===== config.mk =====
export PLATFORM = sky130hd
export DESIGN_NAME = frame_sec_mgr_flat
export DESIGN_NICKNAME = d
export VERILOG_FILES = /design/src/rtl/frame_sec_mgr_if.sv /design/src/rtl/frame_sec_mgr.sv /design/src/flat_wrapper.sv
export SDC_FILE = /design/constraint.sdc
export NUM_CORES = 1
export LEC_CHECK = 0
export CORE_ASPECT_RATIO = 1.2
export CORE_MARGIN = 5
export CORE_UTILIZATION = 45
export CTS_BUF_LIST = sky130_fd_sc_hd__clkbuf_8
export CTS_CLUSTER_SIZE = 28
export DETAILED_ROUTE_END_ITERATION = 16
export HOLD_SLACK_MARGIN = 0.05
export PLACE_DENSITY = 0.82
export SLEW_MARGIN = 20
export SYNTH_ARGS = -nofsm -noshare
export SYNTH_HDL_FRONTEND = slang
export SYNTH_SLANG_ARGS = --single-unit

===== constraint.sdc =====
create_clock -name aclk -period 3.5 [get_ports aclk]
set_input_delay 0.525 -clock aclk [delete_from_list [all_inputs] [get_ports aclk]]
set_output_delay 0.525 -clock aclk [all_outputs]
set_load 0.02 [all_outputs]

===== src/rtl/frame_sec_mgr_if.sv =====
// Descriptor channel between the frame section manager and one DMA engine.
// The manager drives the descriptor and section; the DMA side drives load, ready and done.
interface frame_sec_mgr_if #(
  parameter int unsigned ADDR_W = 24,
  parameter int unsigned LEN_W  = 19,
  parameter int unsigned SEC_W  = 2
);
  logic              load;
  logic [ADDR_W-1:0] desc_addr;
  logic [LEN_W-1:0]  desc_len;
  logic              desc_valid;
  logic              desc_ready;
  logic              done;
  logic [SEC_W-1:0]  sec;

  modport master (
    input  load, desc_ready, done,
    output desc_addr, desc_len, desc_valid, sec
  );

  modport slave (
    output load, desc_ready, done,
    input  desc_addr, desc_len, desc_valid, sec
  );
endinterface


===== src/rtl/frame_sec_mgr.sv =====
// Frame section manager: rotates a writer and a reader over NUM_SEC DDR frame
// sections, keeping the writer off the reader's section and tracking freshness.
module frame_sec_mgr #(
  parameter int unsigned NUM_SEC    = 4,
  parameter int unsigned MAX_LEN    = 518400,
  parameter int unsigned LEN_WIDTH  = $clog2(MAX_LEN),
  parameter int unsigned BANK_WIDTH = 3,
  parameter int unsigned BANK       = 0
) (
  input  logic            aclk,
  input  logic            aresetn,
  frame_sec_mgr_if.master wr_if,
  frame_sec_mgr_if.master rd_if,
  output logic            frame_avail,
  output logic [15:0]     drop_cnt,
  output logic [15:0]     repeat_cnt,
  output logic [15:0]     ovr_cnt
);
  localparam int unsigned SEC_WIDTH       = $clog2(NUM_SEC);
  localparam int unsigned DESC_ADDR_WIDTH = BANK_WIDTH + SEC_WIDTH + LEN_WIDTH;
  localparam int unsigned CNT_WIDTH       = 16;

  typedef enum logic [1:0] {W_IDLE, W_REQ, W_BUSY} wr_state_e;
  typedef enum logic [1:0] {R_IDLE, R_REQ, R_BUSY} rd_state_e;

  wr_state_e            wr_state_q, wr_state_d;
  rd_state_e            rd_state_q, rd_state_d;
  logic [SEC_WIDTH-1:0] wr_sec_q, wr_sec_d;
  logic [SEC_WIDTH-1:0] rd_sec_q, rd_sec_d;
  logic [SEC_WIDTH-1:0] last_sec_q, last_sec_d;
  logic                 any_done_q, any_done_d;
  logic                 fresh_q, fresh_d;
  logic                 wr_valid_q, wr_valid_d;
  logic                 rd_valid_q, rd_valid_d;
  logic                 wr_load_q, rd_load_q;
  logic [CNT_WIDTH-1:0] drop_cnt_q, drop_cnt_d;
  logic [CNT_WIDTH-1:0] repeat_cnt_q, repeat_cnt_d;
  logic [CNT_WIDTH-1:0] ovr_cnt_q, ovr_cnt_d;

  logic wr_edge, rd_edge;
  logic rd_consume, drop_inc, repeat_inc, wr_ovr, rd_ovr;

  assign wr_edge = wr_if.load & ~wr_load_q;
  assign rd_edge = rd_if.load & ~rd_load_q;

  function automatic logic [SEC_WIDTH-1:0] next_sec(input logic [SEC_WIDTH-1:0] s);
    return (s == SEC_WIDTH'(NUM_SEC - 1)) ? '0 : s + SEC_WIDTH'(1);
  endfunction

  function automatic logic [CNT_WIDTH-1:0] sat_add(input logic [CNT_WIDTH-1:0] c,
                                                   input logic [1:0]           inc);
    logic [CNT_WIDTH:0] sum;
    sum = {1'b0, c} + (CNT_WIDTH+1)'(inc);
    return sum[CNT_WIDTH] ? {CNT_WIDTH{1'b1}} : sum[CNT_WIDTH-1:0];
  endfunction

  // State, section and event-flag registers
  always_ff @(posedge aclk or negedge aresetn) begin
    if (!aresetn) begin
      wr_state_q   <= W_IDLE;
      rd_state_q   <= R_IDLE;
      wr_sec_q     <= '0;
      rd_sec_q     <= SEC_WIDTH'(NUM_SEC - 1);
      last_sec_q   <= '0;
      any_done_q   <= 1'b0;
      fresh_q      <= 1'b0;
      wr_valid_q   <= 1'b0;
      rd_valid_q   <= 1'b0;
      wr_load_q    <= 1'b0;
      rd_load_q    <= 1'b0;
      drop_cnt_q   <= '0;
      repeat_cnt_q <= '0;
      ovr_cnt_q    <= '0;
    end else begin
      wr_state_q   <= wr_state_d;
      rd_state_q   <= rd_state_d;
      wr_sec_q     <= wr_sec_d;
      rd_sec_q     <= rd_sec_d;
      last_sec_q   <= last_sec_d;
      any_done_q   <= any_done_d;
      fresh_q      <= fresh_d;
      wr_valid_q   <= wr_valid_d;
      rd_valid_q   <= rd_valid_d;
      wr_load_q    <= wr_if.load;
      rd_load_q    <= rd_if.load;
      drop_cnt_q   <= drop_cnt_d;
      repeat_cnt_q <= repeat_cnt_d;
      ovr_cnt_q    <= ovr_cnt_d;
    end
  end

  // Next-state logic; the reader is resolved first so the writer can avoid its next section
  always_comb begin
    wr_state_d   = wr_state_q;
    rd_state_d   = rd_state_q;
    wr_sec_d     = wr_sec_q;
    rd_sec_d     = rd_sec_q;
    last_sec_d   = last_sec_q;
    any_done_d   = any_done_q;
    fresh_d      = fresh_q;
    rd_consume   = 1'b0;
    drop_inc     = 1'b0;
    repeat_inc   = 1'b0;
    wr_ovr       = 1'b0;
    rd_ovr       = 1'b0;

    unique case (rd_state_q)
      R_IDLE: begin
        if (rd_edge && any_done_q) begin
          rd_state_d = R_REQ;
          if (fresh_q) begin
            rd_sec_d   = last_sec_q;
            rd_consume = 1'b1;
            fresh_d    = 1'b0;
          end else begin
            repeat_inc = 1'b1;
          end
        end
      end
      R_REQ: begin
        rd_ovr = rd_edge;
        if (rd_if.desc_ready) rd_state_d = R_BUSY;
      end
      R_BUSY: begin
        rd_ovr = rd_edge;
        if (rd_if.done) rd_state_d = R_IDLE;
      end
      default: rd_state_d = R_IDLE;
    endcase

    unique case (wr_state_q)
      W_IDLE: begin
        if (wr_edge) wr_state_d = W_REQ;
      end
      W_REQ: begin
        wr_ovr = wr_edge;
        if (wr_if.desc_ready) wr_state_d = W_BUSY;
      end
      W_BUSY: begin
        wr_ovr = wr_edge;
        if (wr_if.done) begin
          wr_state_d = W_IDLE;
          last_sec_d = wr_sec_q;
          any_done_d = 1'b1;
          fresh_d    = 1'b1;
          drop_inc   = fresh_q & ~rd_consume;
          wr_sec_d   = next_sec(wr_sec_q);
          if (wr_sec_d == rd_sec_d && rd_state_d != R_IDLE) wr_sec_d = next_sec(wr_sec_d);
        end
      end
      default: wr_state_d = W_IDLE;
    endcase

    wr_valid_d   = (wr_state_d == W_REQ);
    rd_valid_d   = (rd_state_d == R_REQ);
    drop_cnt_d   = sat_add(drop_cnt_q, {1'b0, drop_inc});
    repeat_cnt_d = sat_add(repeat_cnt_q, {1'b0, repeat_inc});
    ovr_cnt_d    = sat_add(ovr_cnt_q, {1'b0, wr_ovr} + {1'b0, rd_ovr});
  end

  // Descriptor fields are built from registered section state only
  assign wr_if.desc_addr  = DESC_ADDR_WIDTH'({BANK_WIDTH'(BANK), wr_sec_q, {LEN_WIDTH{1'b0}}});
  assign rd_if.desc_addr  = DESC_ADDR_WIDTH'({BANK_WIDTH'(BANK), rd_sec_q, {LEN_WIDTH{1'b0}}});
  assign wr_if.desc_len   = LEN_WIDTH'(MAX_LEN);
  assign rd_if.desc_len   = LEN_WIDTH'(MAX_LEN);
  assign wr_if.desc_valid = wr_valid_q;
  assign rd_if.desc_valid = rd_valid_q;
  assign wr_if.sec        = wr_sec_q;
  assign rd_if.sec        = rd_sec_q;
  assign frame_avail      = fresh_q;
  assign drop_cnt         = drop_cnt_q;
  assign repeat_cnt       = repeat_cnt_q;
  assign ovr_cnt          = ovr_cnt_q;
endmodule


===== src/flat_wrapper.sv =====
// flat-port wrapper written by rule: the top's interface ports become plain ports
module frame_sec_mgr_flat 
#(
  parameter int unsigned NUM_SEC    = 4,
  parameter int unsigned MAX_LEN    = 518400,
  parameter int unsigned LEN_WIDTH  = $clog2(MAX_LEN),
  parameter int unsigned BANK_WIDTH = 3,
  parameter int unsigned BANK       = 0
)
  (aclk, aresetn, frame_avail, drop_cnt, repeat_cnt, ovr_cnt, wr_if_load, wr_if_desc_ready, wr_if_done, wr_if_desc_addr, wr_if_desc_len, wr_if_desc_valid, wr_if_sec, rd_if_load, rd_if_desc_ready, rd_if_done, rd_if_desc_addr, rd_if_desc_len, rd_if_desc_valid, rd_if_sec);
  frame_sec_mgr_if #(.ADDR_W(24), .LEN_W(19), .SEC_W(2)) wr_if_i ();
  frame_sec_mgr_if #(.ADDR_W(24), .LEN_W(19), .SEC_W(2)) rd_if_i ();
  input  logic aclk;
  input  logic aresetn;
  output logic frame_avail;
  output logic [15:0] drop_cnt;
  output logic [15:0] repeat_cnt;
  output logic [15:0] ovr_cnt;
  input wire logic [$bits(wr_if_i.load)-1:0] wr_if_load;
  input wire logic [$bits(wr_if_i.desc_ready)-1:0] wr_if_desc_ready;
  input wire logic [$bits(wr_if_i.done)-1:0] wr_if_done;
  output wire logic [$bits(wr_if_i.desc_addr)-1:0] wr_if_desc_addr;
  output wire logic [$bits(wr_if_i.desc_len)-1:0] wr_if_desc_len;
  output wire logic [$bits(wr_if_i.desc_valid)-1:0] wr_if_desc_valid;
  output wire logic [$bits(wr_if_i.sec)-1:0] wr_if_sec;
  input wire logic [$bits(rd_if_i.load)-1:0] rd_if_load;
  input wire logic [$bits(rd_if_i.desc_ready)-1:0] rd_if_desc_ready;
  input wire logic [$bits(rd_if_i.done)-1:0] rd_if_done;
  output wire logic [$bits(rd_if_i.desc_addr)-1:0] rd_if_desc_addr;
  output wire logic [$bits(rd_if_i.desc_len)-1:0] rd_if_desc_len;
  output wire logic [$bits(rd_if_i.desc_valid)-1:0] rd_if_desc_valid;
  output wire logic [$bits(rd_if_i.sec)-1:0] rd_if_sec;
  assign wr_if_i.load = wr_if_load;
  assign wr_if_i.desc_ready = wr_if_desc_ready;
  assign wr_if_i.done = wr_if_done;
  assign wr_if_desc_addr = wr_if_i.desc_addr;
  assign wr_if_desc_len = wr_if_i.desc_len;
  assign wr_if_desc_valid = wr_if_i.desc_valid;
  assign wr_if_sec = wr_if_i.sec;
  assign rd_if_i.load = rd_if_load;
  assign rd_if_i.desc_ready = rd_if_desc_ready;
  assign rd_if_i.done = rd_if_done;
  assign rd_if_desc_addr = rd_if_i.desc_addr;
  assign rd_if_desc_len = rd_if_i.desc_len;
  assign rd_if_desc_valid = rd_if_i.desc_valid;
  assign rd_if_sec = rd_if_i.sec;
  frame_sec_mgr #(.NUM_SEC(NUM_SEC), .MAX_LEN(MAX_LEN), .LEN_WIDTH(LEN_WIDTH), .BANK_WIDTH(BANK_WIDTH), .BANK(BANK)) u_core (.aclk(aclk), .aresetn(aresetn), .wr_if(wr_if_i), .rd_if(rd_if_i), .frame_avail(frame_avail), .drop_cnt(drop_cnt), .repeat_cnt(repeat_cnt), .ovr_cnt(ovr_cnt));
endmodule

---- Word level (Yosys, flattened, before mapping) ----
Cells that the tools add are included.
operators by class
  equal/unequal tests ..................... 9
  divide/modulo/power cells ............... 0
  bitwise operators ....................... 6
  shift-type cells ........................ 0
  $add $sub $neg .......................... 6
  order comparisons ....................... 0
  $mul .................................... 0
  multiplexer cells ....................... 31
  reduce and logical (&&, ||, !) cells .... 8
operators by type and width
  kind                                                  count
  2-to-1 mux 16 bit                                     3
  adder 16 x 1 -> 17 bit                                2
  2-to-1 mux 2 bit                                      12
  adder 16 x 2 -> 17 bit                                1
  2-to-1 mux 1 bit                                      14
  case mux 2 bit (3 select lines)                       2
  equality test 2 x 1 -> 1 bit (second input constant)  4
  equality test 2 bit (second input constant)           4
  adder 2 x 1 -> 2 bit (second input constant)          2
  logical NOT 2 bit                                     2
  OR reduction 2 bit                                    2
  bitwise AND 1 bit                                     3
  NOT 1 bit                                             3
  adder 1 x 1 -> 2 bit                                  1
  equality test 2 bit                                   1
  logical AND 1 bit                                     2
  AND reduction 2 bit                                   1
  nonzero test 2 bit                                    1
storage, ports and cells
  output and inout bits ................... 141
  bits in registers ....................... 64
  bits in latches ......................... 0
  memories ................................ 0
  bits in writable memories ............... 0
  bits in read-only memories .............. 0

---- Longest topological paths before layout ----
  word-level depth ........................ 11
  mapped depth ............................ 13

---- Least setup slack after synthesis ----
Ideal clock, no wire load.
  path type ............................... register -> register
  start ................................... reg u_core.wr_state_q[0]
  end ..................................... reg u_core.ovr_cnt_q[10], in the netlist u_core.ovr_cnt[10]
  stages on the path, launching flop included .. 11
  library setup time ...................... 0.123 ns
  arrival time ............................ 2.289 ns
  setup slack ............................. 1.087 ns
  path buffers ............................ 1
  path through ............................ dfrtp_1 -> inv_1 -> ha_1 -> and3_1 -> fa_1 -> ha_1 -> nand4_1 -> and2b_1 -> nand3_1 -> buf_2 -> nand2_1
on the way
  longest elaborated chain between the ends .. 6
  elaborated cells between the ends (all ways) .. 7
RTL lines
  element                                                              RTL line              source
  start, declared                                                      frame_sec_mgr.sv:26   wr_state_e wr_state_q, wr_state_d;
  start signal, assigned                                               frame_sec_mgr.sv:75   wr_state_q <= wr_state_d;
  equality test 2 x 1 -> 1 bit or equality test 2 bit (tied branches)  n/a
  OR reduction 2 bit (no source line) *                                n/a
  2-to-1 mux 1 bit *                                                   frame_sec_mgr.sv:131  unique case (wr_state_q)
  adder 1 x 1 -> 2 bit *                                               frame_sec_mgr.sv:158  ovr_cnt_d = sat_add(ovr_cnt_q, {1'b0, wr_ovr} + {1'b0, rd_ovr});
  adder 16 x 2 -> 17 bit *                                             frame_sec_mgr.sv:53   sum = {1'b0, c} + (CNT_WIDTH+1)'(inc);
  2-to-1 mux 16 bit *                                                  frame_sec_mgr.sv:54   return sum[CNT_WIDTH] ? {CNT_WIDTH{1'b1}} : sum[CNT_WIDTH-1:0];
  via u_core.ovr_cnt_d[10]                                             frame_sec_mgr.sv:38   logic [CNT_WIDTH-1:0] ovr_cnt_q, ovr_cnt_d;
  end signal, assigned                                                 frame_sec_mgr.sv:88   ovr_cnt_q <= ovr_cnt_d;
  end, declared                                                        frame_sec_mgr.sv:38
Mark *: on every way through the listed nets, which the timed path passes. The rest lies on a longest branch.
A chain may end at the register's enable or synchronous reset.

---- Worst setup path after layout ----
  start ................................... reg u_core.wr_state_q[0]
  end ..................................... reg u_core.ovr_cnt_q[15], in the netlist u_core.ovr_cnt[15]
The elaborated chain is that of the path after synthesis.

==> impl_summary.log <==
[metrics] data arrival time at the worst-slack endpoint: 2.94 ns
[metrics] share of synthesized flip-flops with an asynchronous set or reset: between 90% and 100%
[metrics] time the worst path needs with I/O delays and setup: 2.75 ns
[metrics] Chip Width: 94.1 microns
[metrics] startpoint class of the critical path: flip-flop
[metrics] clock tree buffer depth: 2
[metrics] Setup Skew: around 0.0094 ns
[metrics] GRT Resource Usage Total: 14.1%
[metrics] share of the synthesized area in the top cell type: 40.6%
[metrics] total cell area at the placement stage: 4250 sq um
[metrics] Final setup viols: 0
[metrics] initial antenna violation count: 0
[metrics] # clock sinks: 64
[metrics] P_leak: 2.24 nW
[metrics] count of distinct cell types in the synthesized netlist: between 50 and 60
[metrics] number of nets in the final layout: 478
[metrics] first-pass GRT wire length: 12,000 microns
[metrics] number of buffers inserted by port buffering: 66
[metrics] transition time at the pin with the least slew margin: slightly above 0.8 ns
[metrics] clock-pin slew reported for the worst setup and hold paths after clock tree synthesis: 0.07 ns
[metrics] Post-Synthesis Cells: 387
[metrics] post-synthesis cell type with the largest combined area: sky130_fd_sc_hd__dfrtp_1
[metrics] drt pass-1 iters: 4
[metrics] post-cts sizing count: 0
[metrics] total number of vias: 2,680
[metrics] average instance area after synthesis: 9.86 sq um
[metrics] total congestion overflow after global routing: 0
[metrics] number of hold violations in the final report: 0
[metrics] P per Cell Area: a little under 600 nW/um^2
[metrics] unrepaired setup endpoints after global routing: false
[metrics] Vias/cell: between 4 and 5
[metrics] count of flip-flops with a built-in enable after synthesis: 0
[metrics] cell with the most instances after synthesis: sky130_fd_sc_hd__buf_4
[metrics] most used flip-flop cell after synthesis: sky130_fd_sc_hd__dfrtp_1
[metrics] layout cells sized above 1: 8.26%
[metrics] H-Tree Level Count: 3
[metrics] num rows: 36
[metrics] tightest slew margin relative to the limit: between 40% and 50%
[metrics] clock buffer count from CTS: 9
[metrics] total of max-cap violations: 0
[metrics] ANT nets after route: 0
[metrics] run status: completed
[metrics] CTS Hold Bufs: 0
[metrics] Final Slew Violations: 0
[metrics] Peak VDD IR: 0.350 mV
[metrics] pin count of the biggest net entering global routing: 65
[metrics] area inside the core boundary: 8200 sq um
[metrics] sum of routed wire length over all layers: 7430 microns
[metrics] violation count after the first detailed-routing iteration: 100
[metrics] final standard cell area without fillers: between 4000 and 5000 sq um
[metrics] class of the worst hold path: in -> async
[metrics] Final GP Congestion: 0.794
[metrics] total I/O pin count: 149
[metrics] data required time at the worst endpoint: 3.69 ns
[metrics] Die Area: 10,400 sq um
[metrics] number of diodes added for antenna fixing: 0
[metrics] clock latency on the worst-skew pair: approximately 0.34 ns
[metrics] maximum frequency from static timing analysis: 364 MHz
[metrics] synth top area cells: sky130_fd_sc_hd__dfrtp_1 41%, sky130_fd_sc_hd__buf_4 17%, sky130_fd_sc_hd__ha_1 4.6%, sky130_fd_sc_hd__nand2_1 4.4%, sky130_fd_sc_hd__xor2_1 3.7%
[metrics] DRC Markers: 0
[metrics] cell area after synthesis: 3820 sq um
[metrics] number of global-route vias before repair: 2,554
[metrics] routed wirelength normalized by instance count: roughly 13 microns
[metrics] Clk Tree Root Cell: sky130_fd_sc_hd__clkbuf_8
[metrics] buffers inserted during post-CTS setup optimization: 0
[metrics] accumulated negative setup slack: 0 ns
[metrics] Die Y: 111 microns
[metrics] Synth-to-Final Area Change: 16.6%
[metrics] detailed placement HPWL: about 5600 microns
[metrics] peak fanout along the critical path: 14
[metrics] final worst-path cycle share: 78.6%
[metrics] list of most frequent post-synthesis cells: 87 x sky130_fd_sc_hd__buf_4, 62 x sky130_fd_sc_hd__dfrtp_1, 45 x sky130_fd_sc_hd__nand2_1
[metrics] synthesized flop and latch total: 64
[metrics] Critical Path End Type: flip-flop
[metrics] number of synthesis warnings: 0
[metrics] starting density of the core: 46.6%
[metrics] TritonCTS clock tree: built
[metrics] Crit Path Category: reg -> reg
[metrics] fraction of the yosys area taken by sequential cells: 42.0%
worst max-delay path, cell delays in order (launching register included):
cell                      delay [ns]
sky130_fd_sc_hd__dfrtp_1        0.41
sky130_fd_sc_hd__inv_1          0.09
sky130_fd_sc_hd__ha_1           0.28
sky130_fd_sc_hd__and3_1         0.19
sky130_fd_sc_hd__fa_1           0.44
sky130_fd_sc_hd__ha_1           0.25
sky130_fd_sc_hd__nand4_1        0.16
sky130_fd_sc_hd__and2b_1        0.25
sky130_fd_sc_hd__nand3_1        0.39
sky130_fd_sc_hd__nand3_1        0.12
power breakdown:
part	internal, mW	total, mW	switching (mW)
logic	0.421	0.940	0.519
clock network	0.360	0.633	0.273
registers	0.878	1.02	0.146
state kept, by name, indices dropped and copies added (netlist names):
name                     flops
u_core.wr_load_q             1
u_core.wr_if.desc_valid      1
u_core.last_sec_q            2
u_core.frame_avail           1
u_core.wr_state_q            2
u_core.ovr_cnt              16
u_core.rd_load_q             1
u_core.wr_if.sec             2
u_core.any_done_q            1
u_core.rd_state_q            2
u_core.repeat_cnt           16
u_core.rd_if.desc_valid      1
u_core.rd_if.sec             2
u_core.drop_cnt             16
area by class of cell:
cell class	instances	area, sq um
clock buffer	11	151
fill	744	3750
inverter	10	37.5
timing repair buffer	67	663
clock inverter	5	47.5
tap	114	143
sequential	64	1600
multi-input combinational	303	1800
routing by layer:
layer  global-route usage (%)  vias to the layer above  share of wire, %
li1                         -                     1263                 -
met1                     17.8                     1297                42
met2                     23.1                      111                49
met3                     3.87                        9               7.8
met4                     4.91                        0               1.5
met5                        0                        -                 0
logic make-up after synthesis:
kind of cell    count (synthesis)  synth area share, %
other cells                     2                0.197
simple gates                  141                 19.6
fa+ha+maj                      15                 5.11
mux                             6                 1.84
buf+inv                       100                 18.6
xor+xnor                       30                 6.88
flops                          64                 42.0
compound gates                 29                 5.70
cells in the final DEF, fill, tap and decap left out, drive strengths merged, types with 2 or more instances in the layout:
| cell type | synthesis | final |
|---|---|---|
| a211oi | 2 | 2 |
| a21oi | 9 | 9 |
| a31o | 2 | 2 |
| a31oi | 3 | 3 |
| and3 | 13 | 13 |
| and4 | 2 | 2 |
| and4b | 2 | 2 |
| buf | 89 | 2 |
| clkbuf | 1 | 11 |
| clkdlybuf4s50 | 0 | 65 |
| clkinv | 0 | 2 |
| conb | 2 | 82 |
| dfrtp | 62 | 62 |
| dfstp | 2 | 2 |
| ha | 14 | 14 |
| inv | 10 | 12 |
| mux2 | 5 | 5 |
| nand2 | 46 | 46 |
| nand2b | 8 | 8 |
| nand3 | 26 | 26 |
| nand4 | 5 | 5 |
| nor2 | 13 | 13 |
| nor2b | 10 | 10 |
| nor3 | 9 | 9 |
| o21ai | 5 | 5 |
| xnor2 | 14 | 14 |
| xor2 | 16 | 16 |
final timing paths:
check	from	endpoint	slack (ns)	cells after the start
setup / recovery	u_core.wr_state_q[0]	u_core.ovr_cnt[15]	0.75	9
hold / removal	aresetn	u_core.repeat_cnt[7]	0.35	2
setup reg to reg	u_core.wr_state_q[0]	u_core.ovr_cnt[15]	0.75	9
hold reg to reg	u_core.drop_cnt[12]	u_core.drop_cnt[12]	0.50	1
max in group asynchronous	aresetn	u_core.last_sec_q[1]	2.61	2
min in group aclk	u_core.drop_cnt[12]	u_core.drop_cnt[12]	0.50	1
metrics by stage:
| step | hold slack, ns | util [%] | power, mW | worst slack, ns | cells |
|---|---|---|---|---|---|
| 5_1_grt | 0.447 | 54.3 | 2.75 | 0.520 | 574 |
| 3_3_place_gp | 0.482 | 51.8 | 1.94 | 0.590 | 558 |
| 3_5_place_dp | 0.503 | 51.8 | 1.97 | 0.506 | 558 |
| 2_1_floorplan | 0.229 | - | 1.71 | 1.09 | 467 |
| 4_1_cts | 0.389 | 54.3 | 2.62 | 0.761 | 574 |
| 6_report | 0.353 | 54.3 | 2.60 | 0.750 | 574 |
No activity file was read; power rests on OpenSTA's default activity.
